## config.mk

```make
export PLATFORM = sky130hd
export DESIGN_NAME = mc_controller
export DESIGN_NICKNAME = d
export VERILOG_FILES = /design/src/rtl/mc_controller.sv
export SDC_FILE = /design/constraint.sdc
export NUM_CORES = 1
export LEC_CHECK = 0
export BUFFER_PORTS_ARGS = -buffer_cell sky130_fd_sc_hd__buf_2
export CORE_MARGIN = 1.5
export CORE_UTILIZATION = 50
export DETAILED_ROUTE_END_ITERATION = 10
export PLACE_DENSITY = 0.81
export REMOVE_ABC_BUFFERS = 1
export SETUP_SLACK_MARGIN = 0.2
export SLEW_MARGIN = 20
export SYNTH_ARGS = -nofsm -noshare
export SYNTH_HDL_FRONTEND = slang
export SYNTH_SLANG_ARGS = --single-unit
export TNS_END_PERCENT = 30
```

## constraint.sdc

```tcl
create_clock -name clk -period 2.4 [get_ports clk]
set_clock_uncertainty 0.05 [all_clocks]
set_input_delay 0.24 -clock clk [delete_from_list [all_inputs] [get_ports clk]]
set_output_delay 0.24 -clock clk [all_outputs]
set_load 0.01 [all_outputs]
```

## src/rtl/mc_controller.sv

```systemverilog
// Multicycle MIPS control unit.
// A Moore FSM steps each instruction through fetch, decode, execute, memory and
// writeback on a shared-memory datapath. Memory phases wait for mem_ready.
// Undecodable opcodes raise a one-cycle illegal pulse and return to fetch.
module mc_controller #(
  parameter int ACW        = 4,
  parameter int EN_SUBWORD = 1,
  parameter int EN_LINK    = 1
) (
  input  logic           clk,
  input  logic           reset_n,
  input  logic [5:0]     op,
  input  logic [5:0]     funct,
  input  logic           zero,
  input  logic           mem_ready,
  output logic           iord,
  output logic           memread,
  output logic           memwrite,
  output logic           irwrite,
  output logic           pcen,
  output logic [1:0]     pcsrc,
  output logic           alusrca,
  output logic [1:0]     alusrcb,
  output logic           zeroimm,
  output logic [ACW-1:0] alucontrol,
  output logic           regdst,
  output logic           memtoreg,
  output logic           regwrite,
  output logic           ne,
  output logic           half,
  output logic           b,
  output logic           lbu,
  output logic           link,
  output logic           illegal
);

  localparam bit SUB_ON  = (EN_SUBWORD != 0);
  localparam bit LINK_ON = (EN_LINK != 0);

  localparam logic [5:0] OP_RTYPE = 6'b000000;
  localparam logic [5:0] OP_J     = 6'b000010;
  localparam logic [5:0] OP_JAL   = 6'b000011;
  localparam logic [5:0] OP_BEQ   = 6'b000100;
  localparam logic [5:0] OP_BNE   = 6'b000101;
  localparam logic [5:0] OP_ADDI  = 6'b001000;
  localparam logic [5:0] OP_SLTI  = 6'b001010;
  localparam logic [5:0] OP_ANDI  = 6'b001100;
  localparam logic [5:0] OP_ORI   = 6'b001101;
  localparam logic [5:0] OP_LB    = 6'b100000;
  localparam logic [5:0] OP_LH    = 6'b100001;
  localparam logic [5:0] OP_LW    = 6'b100011;
  localparam logic [5:0] OP_LBU   = 6'b100100;
  localparam logic [5:0] OP_SB    = 6'b101000;
  localparam logic [5:0] OP_SH    = 6'b101001;
  localparam logic [5:0] OP_SW    = 6'b101011;
  localparam logic [5:0] FN_JR    = 6'b001000;

  localparam logic [3:0] ALU_AND = 4'b0000;
  localparam logic [3:0] ALU_OR  = 4'b0001;
  localparam logic [3:0] ALU_ADD = 4'b0010;
  localparam logic [3:0] ALU_SUB = 4'b0110;
  localparam logic [3:0] ALU_SLT = 4'b0111;
  localparam logic [3:0] ALU_NOR = 4'b1100;

  typedef enum logic [3:0] {
    S_FETCH   = 4'd0,
    S_DECODE  = 4'd1,
    S_MEMADR  = 4'd2,
    S_MEMRD   = 4'd3,
    S_MEMWB   = 4'd4,
    S_MEMWR   = 4'd5,
    S_RTYPEEX = 4'd6,
    S_RTYPEWB = 4'd7,
    S_BRANCH  = 4'd8,
    S_IEX     = 4'd9,
    S_IWB     = 4'd10,
    S_JUMP    = 4'd11,
    S_JAL     = 4'd12,
    S_JR      = 4'd13
  } state_t;

  state_t     state_reg, state_next, decode_next;
  logic       run_reg;
  logic       pcwrite, branch;
  logic [3:0] alu_op;
  logic       op_legal, op_store, op_half, op_byte, op_ubyte;

  // R-type funct field to ALU operation; unknown functs fall back to ADD
  function automatic logic [3:0] rtype_alu(input logic [5:0] f);
    case (f)
      6'b100000: return ALU_ADD;
      6'b100010: return ALU_SUB;
      6'b100100: return ALU_AND;
      6'b100101: return ALU_OR;
      6'b100111: return ALU_NOR;
      6'b101010: return ALU_SLT;
      default:   return ALU_ADD;
    endcase
  endfunction

  // Immediate-form opcode to ALU operation
  function automatic logic [3:0] imm_alu(input logic [5:0] o);
    case (o)
      OP_ANDI: return ALU_AND;
      OP_ORI:  return ALU_OR;
      OP_SLTI: return ALU_SLT;
      default: return ALU_ADD;
    endcase
  endfunction

  assign op_store = (op == OP_SW) || (SUB_ON && ((op == OP_SB) || (op == OP_SH)));
  assign op_half  = (op == OP_LH) || (op == OP_SH);
  assign op_byte  = (op == OP_LB) || (op == OP_SB) || (op == OP_LBU);
  assign op_ubyte = (op == OP_LBU);
  assign op_legal = (decode_next != S_FETCH);

  // run_reg keeps every output quiet until the first clock after reset release
  always_ff @(posedge clk or negedge reset_n) begin
    if (!reset_n) run_reg <= 1'b0;
    else          run_reg <= 1'b1;
  end

  // State register
  always_ff @(posedge clk or negedge reset_n) begin
    if (!reset_n) state_reg <= S_FETCH;
    else          state_reg <= state_next;
  end

  // Instruction decode: where DECODE goes; FETCH means the opcode is not supported
  always_comb begin
    decode_next = S_FETCH;
    case (op)
      OP_LW, OP_SW:                   decode_next = S_MEMADR;
      OP_LB, OP_LH, OP_LBU, OP_SB, OP_SH: if (SUB_ON) decode_next = S_MEMADR;
      OP_RTYPE: begin
        if (funct == FN_JR) begin
          if (LINK_ON) decode_next = S_JR;
        end else begin
          decode_next = S_RTYPEEX;
        end
      end
      OP_BEQ, OP_BNE:                 decode_next = S_BRANCH;
      OP_ADDI, OP_ANDI, OP_ORI, OP_SLTI: decode_next = S_IEX;
      OP_J:                           decode_next = S_JUMP;
      OP_JAL:                         if (LINK_ON) decode_next = S_JAL;
      default:                        decode_next = S_FETCH;
    endcase
  end

  // Next-state logic; memory states wait on mem_ready, stray encodings recover to FETCH
  always_comb begin
    state_next = S_FETCH;
    if (run_reg) begin
      case (state_reg)
        S_FETCH:   state_next = mem_ready ? S_DECODE : S_FETCH;
        S_DECODE:  state_next = decode_next;
        S_MEMADR:  state_next = op_store ? S_MEMWR : S_MEMRD;
        S_MEMRD:   state_next = mem_ready ? S_MEMWB : S_MEMRD;
        S_MEMWR:   state_next = mem_ready ? S_FETCH : S_MEMWR;
        S_RTYPEEX: state_next = S_RTYPEWB;
        S_IEX:     state_next = S_IWB;
        default:   state_next = S_FETCH;
      endcase
    end
  end

  // Moore output decode (FETCH handshake strobes follow mem_ready)
  always_comb begin
    iord = 1'b0;  memread = 1'b0;  memwrite = 1'b0;  irwrite = 1'b0;
    pcwrite = 1'b0;  branch = 1'b0;  pcsrc = 2'b00;  alusrca = 1'b0;
    alusrcb = 2'b00;  zeroimm = 1'b0;  alu_op = ALU_AND;  regdst = 1'b0;
    memtoreg = 1'b0;  regwrite = 1'b0;  ne = 1'b0;  half = 1'b0;
    b = 1'b0;  lbu = 1'b0;  link = 1'b0;  illegal = 1'b0;
    if (run_reg) begin
      case (state_reg)
        S_FETCH: begin
          memread = 1'b1;  irwrite = mem_ready;  pcwrite = mem_ready;
          alusrcb = 2'b01;  alu_op = ALU_ADD;
        end
        S_DECODE: begin
          alusrcb = 2'b11;  alu_op = ALU_ADD;  illegal = ~op_legal;
        end
        S_MEMADR: begin
          alusrca = 1'b1;  alusrcb = 2'b10;  alu_op = ALU_ADD;
          half = op_half;  b = op_byte;  lbu = op_ubyte;
        end
        S_MEMRD: begin
          iord = 1'b1;  memread = 1'b1;
          half = op_half;  b = op_byte;  lbu = op_ubyte;
        end
        S_MEMWB: begin
          regwrite = 1'b1;  memtoreg = 1'b1;
          half = op_half;  b = op_byte;  lbu = op_ubyte;
        end
        S_MEMWR: begin
          iord = 1'b1;  memwrite = 1'b1;
          half = op_half;  b = op_byte;  lbu = op_ubyte;
        end
        S_RTYPEEX: begin
          alusrca = 1'b1;  alu_op = rtype_alu(funct);
        end
        S_RTYPEWB: begin
          regdst = 1'b1;  regwrite = 1'b1;
        end
        S_BRANCH: begin
          alusrca = 1'b1;  alu_op = ALU_SUB;  branch = 1'b1;
          pcsrc = 2'b01;  ne = (op == OP_BNE);
        end
        S_IEX: begin
          alusrca = 1'b1;  alusrcb = 2'b10;  alu_op = imm_alu(op);
          zeroimm = (op == OP_ANDI) || (op == OP_ORI);
        end
        S_IWB:  regwrite = 1'b1;
        S_JUMP: begin pcsrc = 2'b10;  pcwrite = 1'b1; end
        S_JAL: begin
          pcsrc = 2'b10;  pcwrite = 1'b1;  regwrite = 1'b1;  link = 1'b1;
        end
        S_JR:   begin pcsrc = 2'b11;  pcwrite = 1'b1; end
        default: ;
      endcase
    end
  end

  // Branches only load the PC when the zero flag matches the beq/bne sense
  assign pcen       = pcwrite | (branch & (zero ^ ne));
  assign alucontrol = ACW'(alu_op);

endmodule

```

==> results.py <==
metrics = {
    "outcome": {
        "status": "complete, no violations",
    },
    "synthesis": {
        "yosysUniqueCellTypes": 50,
        "ys_ff_latch": 5,
        "async_flop_share_pct": 100,
        "synth_top_area_share_pct": 12.9,
        "synth_area_leaders": "dfrtp_1 13%, nor2_1 8.1%, nor2b_1 5.8%, nand2_1 5.4%, a21oi_1 4.7%",
        "yosysSeqAreaShare_pct": 12.9,
        "synth-main-ff-cell": "dfrtp_1",
        "synth_area_leader_cell": "dfrtp_1",
        "yosysWarnings": 0,
        "synth.avg_cell_area_um2": 6.63,
        "synth_area_um2": 968,
        "syn_inst": 146,
        "synth-edff-count": 0,
    },
    "setup_path": {
        "cp_slowest_stage_delay_ns": 0.51,
        "path_max_fanout": 18,
        "end_kind": "output pin",
        "crit_arrival_ns": 1.80,
        "ff2ff_path_depth": 5,
        "critPathLaunchType": "flip-flop",
        "slowest_stage": "dfrtp_2",
        "critPathKind": "flip-flop to output pin",
        "required_ns": 2.11,
        "cp_cell_sequence": "nand2b_1 > nor4_2 > nand3_1 > a21oi_1 > buf_2",
    },
    "die": {
        "core-area_mm2": 0.00176,
        "rows": 15,
        "start_util_pct": 54.9,
        "die-area_mm2": 0.00221,
        "die_y_um": 47.0,
        "die_w_um": 47.0,
        "ios": 40,
    },
    "power_and_ir_drop": {
        "peakVddDrop_mv": 0.356,
        "power_switching_uw": 110,
        "p_leak_uw": 0.000543,
        "p_int_uw": 202,
        "clkPwrFrac_pct": 30.3,
        "swShare_pct": 35.4,
        "power.density_mw_per_mm2": 261,
        "combPwrFrac_pct": 38.6,
        "p_seq_share_pct": 31.1,
    },
    "finish": {
        "antenna_cells": 0,
        "seqCellArea_um2": 128,
        "multi_input_area_um2": 772,
        "fillCellCount": 181,
        "largest_reg_flops": 4,
        "syn2layout_area_growth_pct": 23.5,
        "fin_cells": 207,
        "drive_above_1_share_pct": 30.8,
        "fin_nets": 199,
    },
    "placed_design": {
        "dp_hpwl_um": 2180,
        "dp.cells": 202,
        "gp_congestion": 0.848,
        "io_buffers": 39,
    },
    "timing": {
        "max_freq_ghz": 0.478,
        "rsz0062_at_grt": "true",
        "post-route-period-util_pct": 87.1,
        "setup_viol": 0,
        "finalSetupTns_ns": 0,
        "drv_slew": 0,
        "period_needed_ns": 2.09,
        "hold_viol_final": 0,
        "whs_ns": 0.289,
    },
    "route": {
        "vias": 1208,
        "drt-initial-drc-count": 34,
        "wl_um": 2760,
        "viasPerCell": 5.84,
        "first_pass_iters": 4,
        "postRouteAntennaNets": 0,
        "wl_per_cell_um": 13.3,
        "drc": 0,
    },
    "grt": {
        "antenna_found_initial": 0,
        "grt_usage_pct": 27.5,
        "grt_pass1_vias": 1075,
        "gr-total-overflow": 0,
        "grt_first_pass_wirelength_um": 4310,
        "grt_max_degree": 19,
    },
    "cts": {
        "cts_tree": "done",
        "clock_path_buffers": 2,
        "numCtsBuffers": 3,
        "htreeDepth": 1,
        "path_clk_slew_ns": 0.04,
        "cts_setup_buffers": 0,
        "clk_latency_ns": 0.24,
        "cts_sinks": 5,
        "cts_root_buffer": "clkbuf_4",
    },
    "run": {
        "maxCapViolCount": 0,
    },
    "hold_path": {
        "min_path_type": "input port to asynchronous set/reset pin",
    },
}
-- cell usage in the layout (no fill, tap or decap), drive strengths merged, types with 4 or more instances in the layout --
cell type	instances
a21oi	9
buf	42
clkbuf	4
dfrtp	5
nand2	14
nand2b	8
nand3	6
nor2	21
nor2b	10
nor3	9
o21ai	8
-- cells by family (layout without fill, tap and decap cells) --
kind of cell	Yosys count	in the layout	synth area share [%]
flops	5	5	12.9
compound gates	36	36	25.8
other cells	1	1	0.387
mux	1	1	1.16
buf+inv	14	50	7.36
xor+xnor	2	2	1.81
simple gates	87	87	50.5
-- layout make-up --
cell class	instances	area share, %
tap	25	2.62
inverter	3	0.941
multi-input combinational	127	64.5
sequential	5	10.7
clock buffer	4	2.20
timing repair buffer	43	19.0
-- path summary, 6_finish.rpt --
kind	from	endpoint	slack [ns]
hold / removal	reset_n	run_reg	0.29
max in group asynchronous	reset_n	state_reg[2]	1.87
min in group clk	funct[4]	state_reg[1]	0.44
setup / recovery	state_reg[0]	alucontrol[2]	0.31
hold reg to reg	state_reg[3]	state_reg[0]	0.65
setup reg to reg	state_reg[1]	state_reg[2]	0.69
-- critical path, delay by kind of cell (launching register included) --
kind,cells,cell delay [ns]
and+or+nand+nor,3,0.71
buffers and inverters,1,0.15
DFF,1,0.51
AOI/OAI and AO/OA,1,0.18
-- power groups by stage --
stage	Combinational [uW]	Sequential (uW)	Clock, uW
after global routing	133	97.6	104
after CTS	120	96.4	98.1
after global placement	114	97.1	0
after floorplan	64.1	99.1	0
final	120	97.2	94.6
after detailed placement	118	97.5	0
-- routing by layer --
| metal | track usage [%] | part of all wire [%] |
|---|---|---|
| met4 | 16.1 | 0.83 |
| met3 | 5.38 | 4.5 |
| met5 | 0 | 0 |
| met1 | 32.2 | 41 |
| met2 | 46.6 | 54 |
-- timing repair --
action | CTS | global route
hold buffers | 1 | 0
hold endpoints to repair | 5 | 0
resized for setup | 0 | 2
endpoints found under the setup margin | 0 | 4
-- per-stage QoR --
stage / util (%) / area [um2] / power [uW] / setup slack (ns)
4_1_cts: 67.7 / 1190 / 314 / 0.203
3_3_place_gp: 65.6 / 1160 / 211 / 0.514
3_5_place_dp: 65.6 / 1160 / 216 / 0.459
2_1_floorplan: - / 908 / 163 / 0.610
5_1_grt: 67.8 / 1200 / 335 / 0.181
6_report: 67.8 / 1200 / 312 / 0.309
-- cells in the mapped netlist, types with 2 or more instances --
cell       n
buf_2      6
o22ai_1    2
and2_1     3
o21ai_0    6
o21ai_1    2
clkbuf_1   2
nor3_1     9
a21oi_1    9
nor2b_1    9
nor2_1    21
o21ba_1    2
nor4_2     2
or3_1      2
o31a_1     2
nand3_1    6
nand2b_1   7
nand3b_1   2
dfrtp_1    5
nand4_1    3
o211ai_1   2
inv_1      2
nand2_1   14
(Power assumes the default switching activity.)
